File: src/rtl/simon_pkg.sv
// Shared types and helpers for the Simon sequencer: state encoding, LFSR taps, bit helpers.
// Latency: n/a (package only).
// Backpressure: n/a.
package simon_pkg;

    typedef enum logic [2:0] {
        ST_IDLE,
        ST_EXTEND,
        ST_SHOW,
        ST_GAP,
        ST_INPUT,
        ST_WIN,
        ST_LOSE
    } state_t;

    // Right-shifting Galois tap masks. Widths without a listed maximal
    // polynomial fall back to a plain rotation, which never reaches zero
    // from a non-zero state but has a short period.
    function automatic logic [31:0] lfsr_taps(input int width);
        logic [31:0] taps;
        case (width)
            2:       taps = 32'h0000_0003;
            3:       taps = 32'h0000_0006;
            4:       taps = 32'h0000_000C;
            5:       taps = 32'h0000_0014;
            6:       taps = 32'h0000_0030;
            7:       taps = 32'h0000_0060;
            8:       taps = 32'h0000_00B8;
            16:      taps = 32'h0000_B400;
            32:      taps = 32'h8020_0003;
            default: taps = 32'h1 << (width - 1);
        endcase
        return taps;
    endfunction

    // Ceiling log2, usable in constant expressions.
    function automatic int clog2(input int v);
        int r;
        r = 0;
        for (int i = 0; i < 32; i++) begin
            if ((64'd1 << r) < 64'(v)) r = r + 1;
        end
        return r;
    endfunction

    // Symbol index to button/LED mask (up to 16 colours).
    function automatic logic [15:0] onehot(input logic [3:0] sym);
        return 16'h1 << sym;
    endfunction

endpackage

File: src/rtl/simon_lfsr.sv
// Free-running Galois LFSR used as the symbol source.
// Latency: advances one step every clock; reset loads SEED (zero seed becomes 1).
// Backpressure: none, never stalls.
module simon_lfsr
    import simon_pkg::*;
#(
    parameter int                LFSR_W = 16,
    parameter logic [LFSR_W-1:0] SEED   = 16'hACE1
) (
    input  logic              CLOCK_50,
    input  logic              RESET,
    output logic [LFSR_W-1:0] q
);

    localparam logic [LFSR_W-1:0] TAPS = LFSR_W'(lfsr_taps(LFSR_W));
    localparam logic [LFSR_W-1:0] INIT = (SEED == '0) ? LFSR_W'(1) : SEED;

    logic [LFSR_W-1:0] q_q;

    // Shift right, folding the taps in when a one falls out of bit 0.
    always_ff @(posedge CLOCK_50) begin
        if (RESET) q_q <= INIT;
        else       q_q <= q_q[0] ? ((q_q >> 1) ^ TAPS) : (q_q >> 1);
    end

    assign q = q_q;

endmodule

File: src/rtl/simon_sequencer.sv
// Simon game controller: grows a random sequence, plays it on the LEDs and checks player presses.
// Latency: all outputs registered; a state change shows one cycle after the deciding edge.
// Backpressure: none; presses outside INPUT and starts while busy are dropped.
module simon_sequencer
    import simon_pkg::*;
#(
    parameter int                NUM_BTN        = 4,
    parameter int                MAX_LEN        = 16,
    parameter int                SHOW_CYCLES    = 10000000,
    parameter int                GAP_CYCLES     = 2500000,
    parameter int                TIMEOUT_CYCLES = 250000000,
    parameter int                LFSR_W         = 16,
    parameter logic [LFSR_W-1:0] SEED           = 16'hACE1
) (
    input  logic                         CLOCK_50,
    input  logic                         RESET,
    input  logic                         start,
    input  logic [NUM_BTN-1:0]           btn_pulse,
    output logic [NUM_BTN-1:0]           led,
    output logic [clog2(MAX_LEN+1)-1:0]  level,
    output logic                         busy,
    output logic                         your_turn,
    output logic                         win,
    output logic                         lose
);

    localparam int SYM_W   = (NUM_BTN > 2) ? clog2(NUM_BTN) : 1;
    localparam int LVL_W   = clog2(MAX_LEN + 1);
    localparam int IDX_W   = (MAX_LEN > 1) ? clog2(MAX_LEN) : 1;
    localparam int MAX_SG  = (SHOW_CYCLES > GAP_CYCLES) ? SHOW_CYCLES : GAP_CYCLES;
    localparam int MAX_CNT = (MAX_SG > TIMEOUT_CYCLES) ? MAX_SG : TIMEOUT_CYCLES;
    localparam int CNT_W   = clog2(MAX_CNT + 1);

    state_t             state_q, state_d;
    logic [LVL_W-1:0]   level_q, level_d;
    logic [IDX_W-1:0]   idx_q, idx_d;
    logic [CNT_W-1:0]   cnt_q, cnt_d;
    logic               clr_seq;
    logic [SYM_W-1:0]   seq_q [MAX_LEN];
    logic [LFSR_W-1:0]  lfsr_q;

    logic [NUM_BTN-1:0] led_q, led_d;
    logic               busy_q, busy_d, turn_q, turn_d, win_q, win_d, lose_q, lose_d;

    logic [SYM_W-1:0]   show_sym;
    logic [15:0]        oh_show, oh_exp;
    logic [NUM_BTN-1:0] btn_exp;
    logic               bits_unused;

    simon_lfsr #(.LFSR_W(LFSR_W), .SEED(SEED)) u_lfsr (
        .CLOCK_50 (CLOCK_50),
        .RESET    (RESET),
        .q        (lfsr_q)
    );

    // Button mask the player must hit for the symbol currently awaited.
    assign oh_exp  = onehot(4'(seq_q[idx_q]));
    assign btn_exp = oh_exp[NUM_BTN-1:0];
    assign bits_unused = ^{oh_show, oh_exp, lfsr_q};

    // Sequence store: wiped when a game starts, appended once per EXTEND.
    always_ff @(posedge CLOCK_50) begin
        if (RESET || clr_seq) begin
            for (int i = 0; i < MAX_LEN; i++) seq_q[i] <= '0;
        end else if (state_q == ST_EXTEND) begin
            seq_q[level_q[IDX_W-1:0]] <= lfsr_q[SYM_W-1:0];
        end
    end

    // State, datapath and output registers.
    always_ff @(posedge CLOCK_50) begin
        if (RESET) begin
            state_q <= ST_IDLE;
            level_q <= '0;
            idx_q   <= '0;
            cnt_q   <= '0;
            led_q   <= '0;
            busy_q  <= 1'b0;
            turn_q  <= 1'b0;
            win_q   <= 1'b0;
            lose_q  <= 1'b0;
        end else begin
            state_q <= state_d;
            level_q <= level_d;
            idx_q   <= idx_d;
            cnt_q   <= cnt_d;
            led_q   <= led_d;
            busy_q  <= busy_d;
            turn_q  <= turn_d;
            win_q   <= win_d;
            lose_q  <= lose_d;
        end
    end

    // Next-state: playback timing, press checking and round progression.
    always_comb begin
        state_d = state_q;
        level_d = level_q;
        idx_d   = idx_q;
        cnt_d   = cnt_q;
        clr_seq = 1'b0;
        case (state_q)
            ST_IDLE, ST_WIN, ST_LOSE: begin
                if (start) begin
                    state_d = ST_EXTEND;
                    level_d = '0;
                    idx_d   = '0;
                    cnt_d   = '0;
                    clr_seq = 1'b1;
                end
            end
            ST_EXTEND: begin
                level_d = level_q + LVL_W'(1);
                idx_d   = '0;
                cnt_d   = '0;
                state_d = ST_SHOW;
            end
            ST_SHOW: begin
                if (cnt_q == CNT_W'(SHOW_CYCLES - 1)) begin
                    cnt_d   = '0;
                    state_d = ST_GAP;
                end else begin
                    cnt_d = cnt_q + CNT_W'(1);
                end
            end
            ST_GAP: begin
                if (cnt_q == CNT_W'(GAP_CYCLES - 1)) begin
                    cnt_d = '0;
                    if (LVL_W'(idx_q) < level_q - LVL_W'(1)) begin
                        idx_d   = idx_q + IDX_W'(1);
                        state_d = ST_SHOW;
                    end else begin
                        idx_d   = '0;
                        state_d = ST_INPUT;
                    end
                end else begin
                    cnt_d = cnt_q + CNT_W'(1);
                end
            end
            ST_INPUT: begin
                if (btn_pulse == '0) begin
                    if (cnt_q == CNT_W'(TIMEOUT_CYCLES - 1)) state_d = ST_LOSE;
                    else                                    cnt_d   = cnt_q + CNT_W'(1);
                end else if (btn_pulse == btn_exp) begin
                    // btn_exp is one-hot, so equality also rules out multi-press.
                    cnt_d = '0;
                    if (LVL_W'(idx_q) == level_q - LVL_W'(1)) begin
                        idx_d   = '0;
                        state_d = (level_q == LVL_W'(MAX_LEN)) ? ST_WIN : ST_EXTEND;
                    end else begin
                        idx_d = idx_q + IDX_W'(1);
                    end
                end else begin
                    state_d = ST_LOSE;
                end
            end
            default: state_d = ST_IDLE;
        endcase
    end

    // Outputs decoded from next state so the registered copies line up with state_q.
    always_comb begin
        show_sym = seq_q[idx_d];
        // The symbol being stored this cycle is not in the array yet.
        if (state_q == ST_EXTEND && LVL_W'(idx_d) == level_q) show_sym = lfsr_q[SYM_W-1:0];
        oh_show = onehot(4'(show_sym));
        led_d   = (state_d == ST_SHOW) ? oh_show[NUM_BTN-1:0] : '0;
        busy_d  = !(state_d == ST_IDLE || state_d == ST_WIN || state_d == ST_LOSE);
        turn_d  = (state_d == ST_INPUT);
        win_d   = (state_d == ST_WIN);
        lose_d  = (state_d == ST_LOSE);
    end

    assign led       = led_q;
    assign level     = level_q;
    assign busy      = busy_q;
    assign your_turn = turn_q;
    assign win       = win_q;
    assign lose      = lose_q;

endmodule

File: config.mk
export PLATFORM = sky130hd
export DESIGN_NAME = simon_sequencer
export DESIGN_NICKNAME = d
export VERILOG_FILES = /design/src/rtl/simon_pkg.sv /design/src/rtl/simon_lfsr.sv /design/src/rtl/simon_sequencer.sv
export SDC_FILE = /design/constraint.sdc
export NUM_CORES = 1
export LEC_CHECK = 0
export BUFFER_PORTS_ARGS = -buffer_cell sky130_fd_sc_hd__buf_2
export CORE_MARGIN = 2
export CORE_UTILIZATION = 56
export CTS_CLUSTER_SIZE = 20
export DETAILED_ROUTE_END_ITERATION = 8
export PLACE_DENSITY_LB_ADDON = 0.05
export RECOVER_POWER = 25
export SYNTH_ARGS = -nofsm -noshare
export SYNTH_HDL_FRONTEND = slang
export SYNTH_SLANG_ARGS = --single-unit
File: constraint.sdc
create_clock -name CLOCK_50 -period 3.75 [get_ports CLOCK_50]
set_input_delay 0.5625 -clock CLOCK_50 [delete_from_list [all_inputs] [get_ports CLOCK_50]]
set_output_delay 0.5625 -clock CLOCK_50 [all_outputs]
set_load 0.03 [all_outputs]
==> results of run 1 <==
registers in the layout (all words and copies together), names as in the netlist:
signal	count
your_turn	1
level	5
idx_q	4
win	1
busy	1
u_lfsr.q	16
led	4
seq_q	32
lose	1
state_q	3
cnt_q	28
placed cells by master (no fill, tap or decap), drive strengths merged, types with 11 or more instances in the layout:
cell     n
nor2    82
dfxtp   64
nand2   57
buf     41
edfxtp  32
and3    29
nand3   27
a21oi   26
clkbuf  26
o21ai   24
inv     19
mux2    19
xnor2   18
nor3    14
nand4   14
nand2b  12
or3     11
through the flow:
step / setup slack (ps) / std cells / TNS (ps) / total power, mW
finish: 92.2 / 800 / 0 / 2.24
floorplan: 19.9 / 622 / 0 / 1.42
global placement: 88.1 / 776 / 0 / 1.52
CTS: 40.9 / 793 / 0 / 2.24
detailed placement: -43.8 / 776 / -93.8 / 1.53
global route: -73.5 / 800 / -110 / 2.33
logic make-up (layout without fill, tap and decap cells):
family	count (synthesis)	in the layout
AND/OR/NAND/NOR	295	295
AO/OA/AOI/OAI	113	114
flip-flops	96	96
buffers and inverters	46	90
multiplexers	33	33
XOR/XNOR	28	28
adder cells (fa/ha/maj)	11	11
layout make-up:
cell class | instances | area [um2] | area share
multi-input cells | 481 | 3240 | 0.514
inverters | 18 | 67.6 | 0.0107
flip-flops and latches | 96 | 2250 | 0.357
well taps | 133 | 166 | 0.0264
repair buffers | 56 | 375 | 0.0596
clock inverters | 5 | 62.6 | 0.00993
clock buffers | 11 | 141 | 0.0224
power by group:
group	internal, mW	switching (mW)	leakage, nW
registers	1.13	0.0402	0.870
clock network	0.333	0.386	0.102
logic	0.135	0.217	1.31
repair_timing:
| action | CTS | global route |
|---|---|---|
| pin swaps | 1 | 12 |
| cloned | 0 | 1 |
| setup buffers | 1 | 6 |
| resized for setup | 2 | 22 |
| setup endpoints to repair | 4 | 5 |
per-layer routing:
metal  wire (um)  up-vias
met2        6350      212
li1            -     2340
met4         470        0
met3        1080       37
met5           0        -
met1        6120     2219
how the worst max path moves through the flow:
stage                 start  endpoint  slack, ps  depth (start not counted)
2_1_floorplan      level[1]    led[2]         20                         18
3_3_place_gp       idx_q[2]    led[1]         90                         13
3_5_place_dp       idx_q[2]    led[1]        -40                         13
4_1_cts           cnt_q[23]    led[2]         40                         12
5_1_grt        seq_q[11][0]    led[2]        -70                         13
6_report       seq_q[14][0]    led[2]         90                         12
==> flow_summary_export.csv, run 1 <==
group,metric,value,unit
final_layout,design_area,6300,um2
clock_network,clkSinkCount,96,
global_routing,grtUsageMet2,0.403,
worst_setup_path,setup.worst_path.end_class,"register",
worst_setup_path,worstPathRequired,4050,ps
worst_setup_path,cp_max_fo,5,
flow_run,drv_cap,1,
place,placed_cell_area,5940,um2
yosys,muxShareOfSynthArea,0.0725,
timing,clock.fmax,0.273,GHz
worst_setup_path,slowest_delay,520,ps
floorplanning,rows,36,
global_routing,use_met1,0.357,
yosys,synth_common_cells,"nor2_1 (82), dfxtp_1 (64), nand2_1 (57), edfxtp_1 (32)",
power_and_ir_drop,peakVddDrop,0.283,mV
final_layout,fillers,836,
detailed_routing,drtIter0Drc,312,
floorplanning,core,9730,um2
worst_hold_path,min_from,"u_lfsr.q[12]",
yosys,synth.most_common_cell,"nor2_1",
yosys,yosys_warnings,0,
worst_setup_path,worst_setup_path_start_kind,"register",
yosys,ys_types,79,
worst_setup_path,r2r_cells,12,
yosys,async_flop_share,0,
final_layout,nets,679,
clock_network,cts_hold_buf,0,
detailed_routing,via_per_inst,6.01,
yosys,ys.flop_type,"dfxtp_1",
yosys,avgSynthCellArea,8.96,um2
global_routing,grt_pass1_wl,22.4,mm
timing,fin_skew,19.1,ps
detailed_routing,wire_per_inst,17.5,um
global_routing,grt_use_total,0.261,
timing,relSlewSlack,-0.0555,
clock_network,cts_root_buf,"clkbuf_8",
worst_setup_path,cp_data_arrival_time,3960,ps
floorplanning,start_util,0.573,
detailed_routing,drtAntennaViolNets,0,
global_routing,grt_pass1_vias,4435,
yosys,synth_simple_gate_area_share,0.277,
power_and_ir_drop,p_leak,2.28,nW
floorplanning,die_area,10800,um2
worst_setup_path,crit_slowest_cell,"mux4_2",
yosys,yosys.area_share.adder,0.0242,
global_routing,grt_max_degree,35,
timing,period_share,0.975,
yosys,synth_top_family_by_area,"simple AND/OR/NAND/NOR gates",
yosys,synth_top_area_frac,0.230,
yosys,yosysSeqAreaShare,0.402,
detailed_routing,route.detailed.drc,0,
final_layout,fin_util,0.648,
yosys,synth_xor_area_frac,0.0440,
timing,setup_viol,0,
yosys,syn_nets,639,
worst_hold_path,hold_class,"register to register",
place,hpwlAfterDp,10.2,mm
clock_network,clk_latency,380,ps
global_routing,grt_overflow,0,
clock_network,clk_path_buf_depth,2,
final_layout,syn_to_final_growth,13.0,%
yosys,yosys.area.top_type,"dfxtp_1",
final_layout,drive_gt1_frac,0.166,
yosys,ys_seq_elements,96,
yosys,syn_inst,622,
detailed_routing,vias,4808,
clock_network,htree_levels,3,
global_routing,antenna_found_initial,0,
yosys,synth.area.top_cells,"dfxtp_1 (23%), edfxtp_1 (17%), nor2_1 (5.5%), nand2_1 (3.8%), and3_1 (3.0%)",
power_and_ir_drop,p_per_area,355,nW/um2
worst_setup_path,r2r-start,"seq_q[14][0]",
timing,min_period,3660,ps
yosys,synth_edf_count,32,
global_routing,grt_busiest_layer,"met2",
worst_setup_path,crit_buf_inv,0,
worst_setup_path,critical-path-top-delay-family,"compound AO/OA/AOI/OAI gates",
yosys,synth_compound_area_frac,0.144,
worst_setup_path,cpMostUsedCell,"mux2_1",
final_layout,num_antenna_cells,0,
worst_hold_path,hold_depth,1,
floorplanning,design.portCount,20,
clock_network,path_clk_slew,100,ps
worst_hold_path,hold_end,"u_lfsr.q[11]",
place,place_congestion,0.945,
detailed_routing,firstDrtPassIters,6,
worst_setup_path,path_class,"register to register",
place,port_buffers,19,
global_routing,grt_util_met3,0.0573,
status,outcome,"complete, but fails checks",
worst_setup_path,reg2reg_slack,90,ps
worst_setup_path,r2r-end,"led[2]",
timing,fin_hold_ws,417,ps
status,violations,"max-capacitance violations, max-slew violations",
clock_network,cts_tree,"done",
worst_setup_path,crit_chain,"mux2_1 > mux4_2 > nand2b_1 > a2bb2oi_2 > a2111oi_4 > or2_1 > o21a_4 > mux2_1 > o22ai_1 > o21bai_1 > a31oi_2 > nor3b_2",
timing,worst_pin_slew,1580,ps
timing,finalHoldViolCount,0,
yosys,synthesis.area,5570,um2
detailed_routing,wirelength,14.0,mm
clock_network,cts_inserted_buffers,9,
timing,final_max_slew_viol_count,35,
floorplanning,die_x,104,um
floorplanning,die_h,104,um
(Power assumes the default switching activity.)
==> run 2, diff against run 1 <==
BUFFER_PORTS_ARGS = default   (was -buffer_cell sky130_fd_sc_hd__buf_2)
CORE_UTILIZATION = 60   (was 56)
CTS_BUF_LIST = sky130_fd_sc_hd__clkbuf_4   (was default)
DONT_BUFFER_PORTS = 1   (was default)
SYNTH_HIERARCHICAL = 1   (was default)
==> run 2 against run 1 <==
The flow now finishes without violations. Routed wire length is 8.2% lower. Die area is 11% lower. Cell count is 11% lower. Global-route usage is 0.58 points higher. Critical endpoint is now led[0]. Largest power group unchanged. Highest routed layer unchanged.
==> flow_summary_export.csv, run 2 <==
group,metric,value,unit
timing,min_period,3610,ps
yosys,ys.flop_type,"dfxtp_1",
clock_network,path_clk_slew,160,ps
final_layout,drive_gt1_frac,0.149,
place,place_congestion,0.897,
global_routing,grt_pass1_wl,20.5,mm
floorplanning,die_area,9590,um2
floorplanning,start_util,0.613,
detailed_routing,wirelength,12.9,mm
floorplanning,rows,34,
place,pre_cts_ws,58.8,ps
worst_setup_path,cp.depth,15,
detailed_routing,firstDrtPassIters,5,
global_routing,grt_overflow,0,
yosys,ys_types,71,
clock_network,cts_inserted_buffers,9,
detailed_routing,wire_per_inst,18.1,um
power_and_ir_drop,peakVddDrop,0.240,mV
clock_network,cts_tree,"done",
place,port_buffers,0,
worst_setup_path,slowest_delay,430,ps
timing,period_share,0.962,
flow_run,drv_cap,0,
final_layout,final_cell_mix,"nor2_1 (77), dfxtp_1 (58), nand2_1 (40), o21ai_0 (34), edfxtp_1 (32)",
final_layout,syn_to_final_growth,9.71,%
yosys,synth_common_cells,"nor2_1 (78), dfxtp_1 (64), nand2_1 (40), o21ai_0 (38), edfxtp_1 (32)",
yosys,yosys.area.top_type,"dfxtp_1",
floorplanning,die_h,97.9,um
yosys,avgSynthCellArea,9.10,um2
clock_network,htree_levels,3,
worst_setup_path,cp_data_arrival_time,3950,ps
worst_setup_path,crit_slowest_cell,"dfxtp_1",
yosys,synthesis.area,5290,um2
final_layout,num_antenna_cells,0,
floorplanning,core,8640,um2
yosys,synth_top_area_frac,0.242,
worst_hold_path,hold_depth,1,
power_and_ir_drop,total_power,1.94,mW
floorplanning,die_x,97.9,um
timing,relSlewSlack,0.404,
timing,fin_ws,142,ps
place,hpwlAfterDp,9.50,mm
yosys,yosysSeqAreaShare,0.424,
yosys,yosys_warnings,6,
power_and_ir_drop,p_per_area,334,nW/um2
global_routing,grt_pass1_vias,4063,
clock_network,clk_latency,450,ps
timing,clock.fmax,0.277,GHz
worst_setup_path,setup.worst_path.end_class,"register",
yosys,synth.most_common_cell,"nor2_1",
timing,tns,0,ps
yosys,ys_seq_elements,96,
timing,worst_pin_slew,887,ps
global_routing,grt_max_degree,39,
global_routing,antenna_found_initial,0,
yosys,synth.area.top_cells,"dfxtp_1 (24%), edfxtp_1 (18%), nor2_1 (5.5%), mux2i_1 (4.7%), o21ai_0 (3.6%)",
worst_setup_path,crit_chain,"and2_1 > a221oi_2 > o21ai_1 > and4b_1 > o21ai_2 > nor2_1 > nor4_4 > buf_12 > buf_6 > buf_4 > xor2_2 > and4_1 > nand2_1 > o31a_1 > and3_2",
detailed_routing,route.met2.wl,5.72,mm
detailed_routing,via_per_inst,6.30,
worst_setup_path,path_class,"register to register",
clock_network,clk_path_buf_depth,2,
worst_setup_path,crit_buf_inv,3,
timing,fin_hold_ws,164,ps
final_layout,top_register,"seq_q",
detailed_routing,wl_met1,5.89,mm
yosys,syn_inst,582,
detailed_routing,drtIter0Drc,364,
clock_network,cts_root_buf,"clkbuf_4",
worst_setup_path,critical-path-top-delay-family,"simple AND/OR/NAND/NOR gates",
final_layout,nets,617,
worst_setup_path,r2r_cells,15,
worst_setup_path,worst_setup_path_start_kind,"register",
detailed_routing,drtAntennaViolNets,0,
worst_setup_path,cp_max_fo,9,
yosys,synth_edf_count,32,
timing,final_max_slew_viol_count,0,
worst_hold_path,hold_class,"input pin to register",
power_and_ir_drop,p_leak,2.20,nW
timing,setup_viol,0,
detailed_routing,route.detailed.drc,0,
timing,finalHoldViolCount,0,
floorplanning,design.portCount,20,
status,outcome,"completed",
detailed_routing,wl_met3,1.11,mm
final_layout,fin_util,0.673,
yosys,syn_nets,599,
final_layout,layout_commonest_cell,"nor2_1",
clock_network,clkSinkCount,96,
detailed_routing,vias,4491,
global_routing,grt_use_total,0.267,
yosys,async_flop_share,0,
detailed_routing,top_layer,"met4",
timing,fin_skew,28.3,ps
worst_setup_path,worstPathRequired,4090,ps
final_layout,largest_reg_flops,32,
-- run 2: metal layers --
layer / track usage / vias to the layer above
met4: 0.0481 / 0
met5: 0 / -
met2: 0.395 / 184
met3: 0.0809 / 17
met1: 0.394 / 2144
li1: - / 2146
-- run 2: power by group --
part           total [mW]  switching (mW)  internal (mW)  leakage (nW)
sequential           1.16          0.0417           1.12         0.872
combinational       0.187           0.111         0.0759          1.25
clock               0.590           0.369          0.221        0.0799
total                1.94           0.521           1.42          2.20
-- run 2: per-stage QoR --
stage               cell area (um2)  cells
floorplan                      5300    582
global placement               5480    686
detailed placement             5480    686
CTS                            5620    702
global route                   5810    713
finish                         5810    713
-- run 2: final timing paths --
kind         slack [ps]         from          end
min                 160        RESET     level[0]
max reg2reg         140     idx_q[1]       led[0]
max                 140     idx_q[1]       led[0]
min reg2reg         400  u_lfsr/q[8]  u_lfsr/q[7]
-- run 2: cells by family (layout without fill, tap and decap cells) --
kind of cell	Yosys count	count (layout)	synth area share
xor+xnor	28	28	0.0463
fa+ha+maj	11	11	0.0255
flops	96	96	0.424
compound gates	107	107	0.132
mux	29	29	0.0643
simple gates	272	272	0.271
buf+inv	39	62	0.0381
-- run 2: what timing repair did --
item | in CTS | in global routing
gates resized for setup | 0 | 35
hold buffers | 0 | 0
setup buffers | 0 | 11
setup endpoints to repair | 0 | 7
-- run 2: cell type report --
class | count | area, um2
clock buffers | 10 | 75.1
clock inverters | 6 | 72.6
fillers | 713 | 2830
inverters | 13 | 48.8
multi-input cells | 447 | 2970
flip-flops and latches | 96 | 2250
well taps | 108 | 135
repair buffers | 33 | 254
-- run 2: worst reg2reg max path, cell delays in order, from the launching register on --
cell and delay (ps):
dfxtp_1 430, and2_1 280, a221oi_2 370, o21ai_1 180, and4b_1 250, o21ai_2 310, nor2_1 130, nor4_4 340
buf_12 160, buf_6 150, buf_4 140, xor2_2 140, and4_1 220, nand2_1 60, o31a_1 170, and3_2 190
==> run 3, diff against run 2 <==
CORE_MARGIN = 4   (was 2)
GPL_ROUTABILITY_DRIVEN = 0   (was default)
GPL_TIMING_DRIVEN = 0   (was default)
==> run 3 against run 2 <==
The run now ends with negative setup slack left. Clock power shrank 2%. Critical path depth is the same. Utilization grew 4.4 points. First-iteration DRC count shrank 23%. Flip-flop and latch count is the same. Worst hold slack gained 36 ps. Clock skew shrank 4.3 ps.
==> flow_summary_export.csv, run 3 (same netlist as run 2, synthesis figures left out) <==
group,metric,value,unit
timing,period_share,1.00,
worst_setup_path,worst_setup_path_start_kind,"register",
clock_network,clk_latency,450,ps
power_and_ir_drop,p_seq_frac,0.592,
worst_setup_path,slowest_delay,640,ps
final_layout,num_antenna_cells,0,
power_and_ir_drop,p_switching,539,uW
detailed_routing,drtIter0Drc,281,
floorplanning,design.portCount,20,
flow_run,drv_cap,0,
detailed_routing,via_per_inst,6.29,
global_routing,grt_use_total,0.268,
worst_setup_path,crit_chain,"inv_1 > a221oi_2 > a22oi_2 > and4b_1 > o21ai_4 > nor2_1 > nor4_4 > buf_6 > buf_12 > buf_4 > mux2i_1 > a22o_1 > nor3_2 > o221ai_2 > nor3b_2",
timing,fin_skew,23.9,ps
place,hpwlAfterDp,9.69,mm
detailed_routing,route.detailed.drc,0,
clock_network,cts_tree,"done",
final_layout,design_area,6190,um2
timing,clock.fmax,0.266,GHz
place,port_buffers,0,
place,pre_cts_ws,-615,ps
final_layout,fillers,658,
timing,setup_viol,1,
final_layout,largest_reg_flops,32,
power_and_ir_drop,p_sw_frac,0.276,
worst_hold_path,hold_class,"input pin to register",
power_and_ir_drop,p_per_area,315,nW/um2
clock_network,htree_levels,3,
worst_setup_path,r2r-start,"idx_q[3]",
floorplanning,die_h,102,um
worst_setup_path,cp_max_fo,7,
global_routing,grt_pass1_wl,21.9,mm
floorplanning,core,8640,um2
final_layout,final_cell_mix,"nor2_1 (77), dfxtp_1 (56), nand2_1 (40), o21ai_0 (34), edfxtp_1 (32)",
final_layout,drive_gt1_frac,0.202,
floorplanning,die_x,102,um
status,outcome,"complete, but fails checks",
final_layout,fin_util,0.717,
worst_setup_path,cp_data_arrival_time,4130,ps
worst_setup_path,crit_slowest_cell,"dfxtp_1",
global_routing,grt_overflow,0,
floorplanning,start_util,0.613,
timing,relSlewSlack,0.420,
detailed_routing,wire_per_inst,18.9,um
timing,fin_ws,-3.42,ps
detailed_routing,firstDrtPassIters,6,
floorplanning,die_area,10400,um2
detailed_routing,wirelength,13.9,mm
clock_network,clkSinkCount,96,
worst_setup_path,worstPathRequired,4120,ps
place,placed_cell_area,5430,um2
worst_setup_path,setup.worst_path.end_class,"register",
final_layout,top_register,"seq_q",
clock_network,cts_inserted_buffers,9,
worst_hold_path,min_from,"RESET",
timing,final_max_slew_viol_count,0,
clock_network,cts_hold_buf,0,
floorplanning,rows,34,
timing,worst_pin_slew,864,ps
clock_network,path_clk_slew,140,ps
power_and_ir_drop,p_comb_frac,0.111,
final_layout,nets,640,
final_layout,syn_to_final_growth,17.0,%
worst_setup_path,startpoint,"idx_q[3]",
global_routing,antenna_found_initial,0,
timing,finalHoldViolCount,0,
worst_setup_path,r2r_cells,15,
status,violations,"negative setup slack",
clock_network,cts_root_buf,"clkbuf_4",
global_routing,grt_pass1_vias,4399,
final_layout,layout_commonest_cell,"nor2_1",
worst_setup_path,path_class,"register to register",
worst_hold_path,hold_depth,1,
detailed_routing,drtAntennaViolNets,0,
power_and_ir_drop,peakVddDrop,0.382,mV
detailed_routing,vias,4631,
power_and_ir_drop,p_clk_frac,0.297,
power_and_ir_drop,power.internal,1.41,mW
timing,rsz0062_at_grt,"yes",
clock_network,clk_path_buf_depth,2,
global_routing,grt_max_degree,18,
timing,min_period,3750,ps
power_and_ir_drop,p_leak,2.33,nW
## run 3: metal layers
metal	share of wire	up-vias	track usage
li1	-	2198	-
met5	0	-	0
met2	0.46	182	0.399
met1	0.44	2231	0.392
met3	0.081	20	0.0628
met4	0.016	0	0.0767
## run 3: stage by stage
step / std cells / power (mW) / TNS, ps / hold slack, ps
after floorplan: 582 / 1.30 / 0 / 383
after global placement: 690 / 1.35 / -2210 / 389
after detailed placement: 690 / 1.36 / -2690 / 399
after CTS: 715 / 1.94 / -12.0 / 191
after global routing: 736 / 2.04 / -558 / 182
final: 736 / 1.95 / -3.42 / 200
## run 3: worst max-delay path, delay by kind of cell, from the launching register on
family	cells	cell delay, ps
DFF	1	640
and+or+nand+nor	5	960
AOI/OAI and AO/OA	5	1220
buffers and inverters	4	630
muxes	1	210
## run 3: final timing paths
path	to	slack, ps
worst max-delay path	led[2]	-3
worst min-delay path	state_q[1]	200
worst max register to register	led[2]	-3
worst min register to register	u_lfsr/q[7]	430
## run 3: repair_timing
action / 4_1_cts / 5_1_grt
buffers inserted: 8 / 22
gates cloned: 1 / 1
endpoints found under the setup margin: 9 / 10
pin swaps: 18 / 24
gates resized for setup: 50 / 39
## run 3: cell type report
cell class	count	area, um2	area share
inverters	13	53.8	0.00869
repair buffers	30	254	0.0410
plain buffers	26	181	0.0293
clock inverters	7	78.8	0.0127
well taps	108	135	0.0218
multi-input cells	447	3160	0.510
clock buffers	9	67.6	0.0109
flip-flops and latches	96	2260	0.366
## run 3: power by group through the flow
stage	combinational (mW)	sequential [mW]	clock [mW]
2_1_floorplan	0.140	1.16	0
6_report	0.217	1.16	0.579
5_1_grt	0.239	1.16	0.636
4_1_cts	0.197	1.16	0.587
3_3_place_gp	0.174	1.18	0
3_5_place_dp	0.181	1.18	0
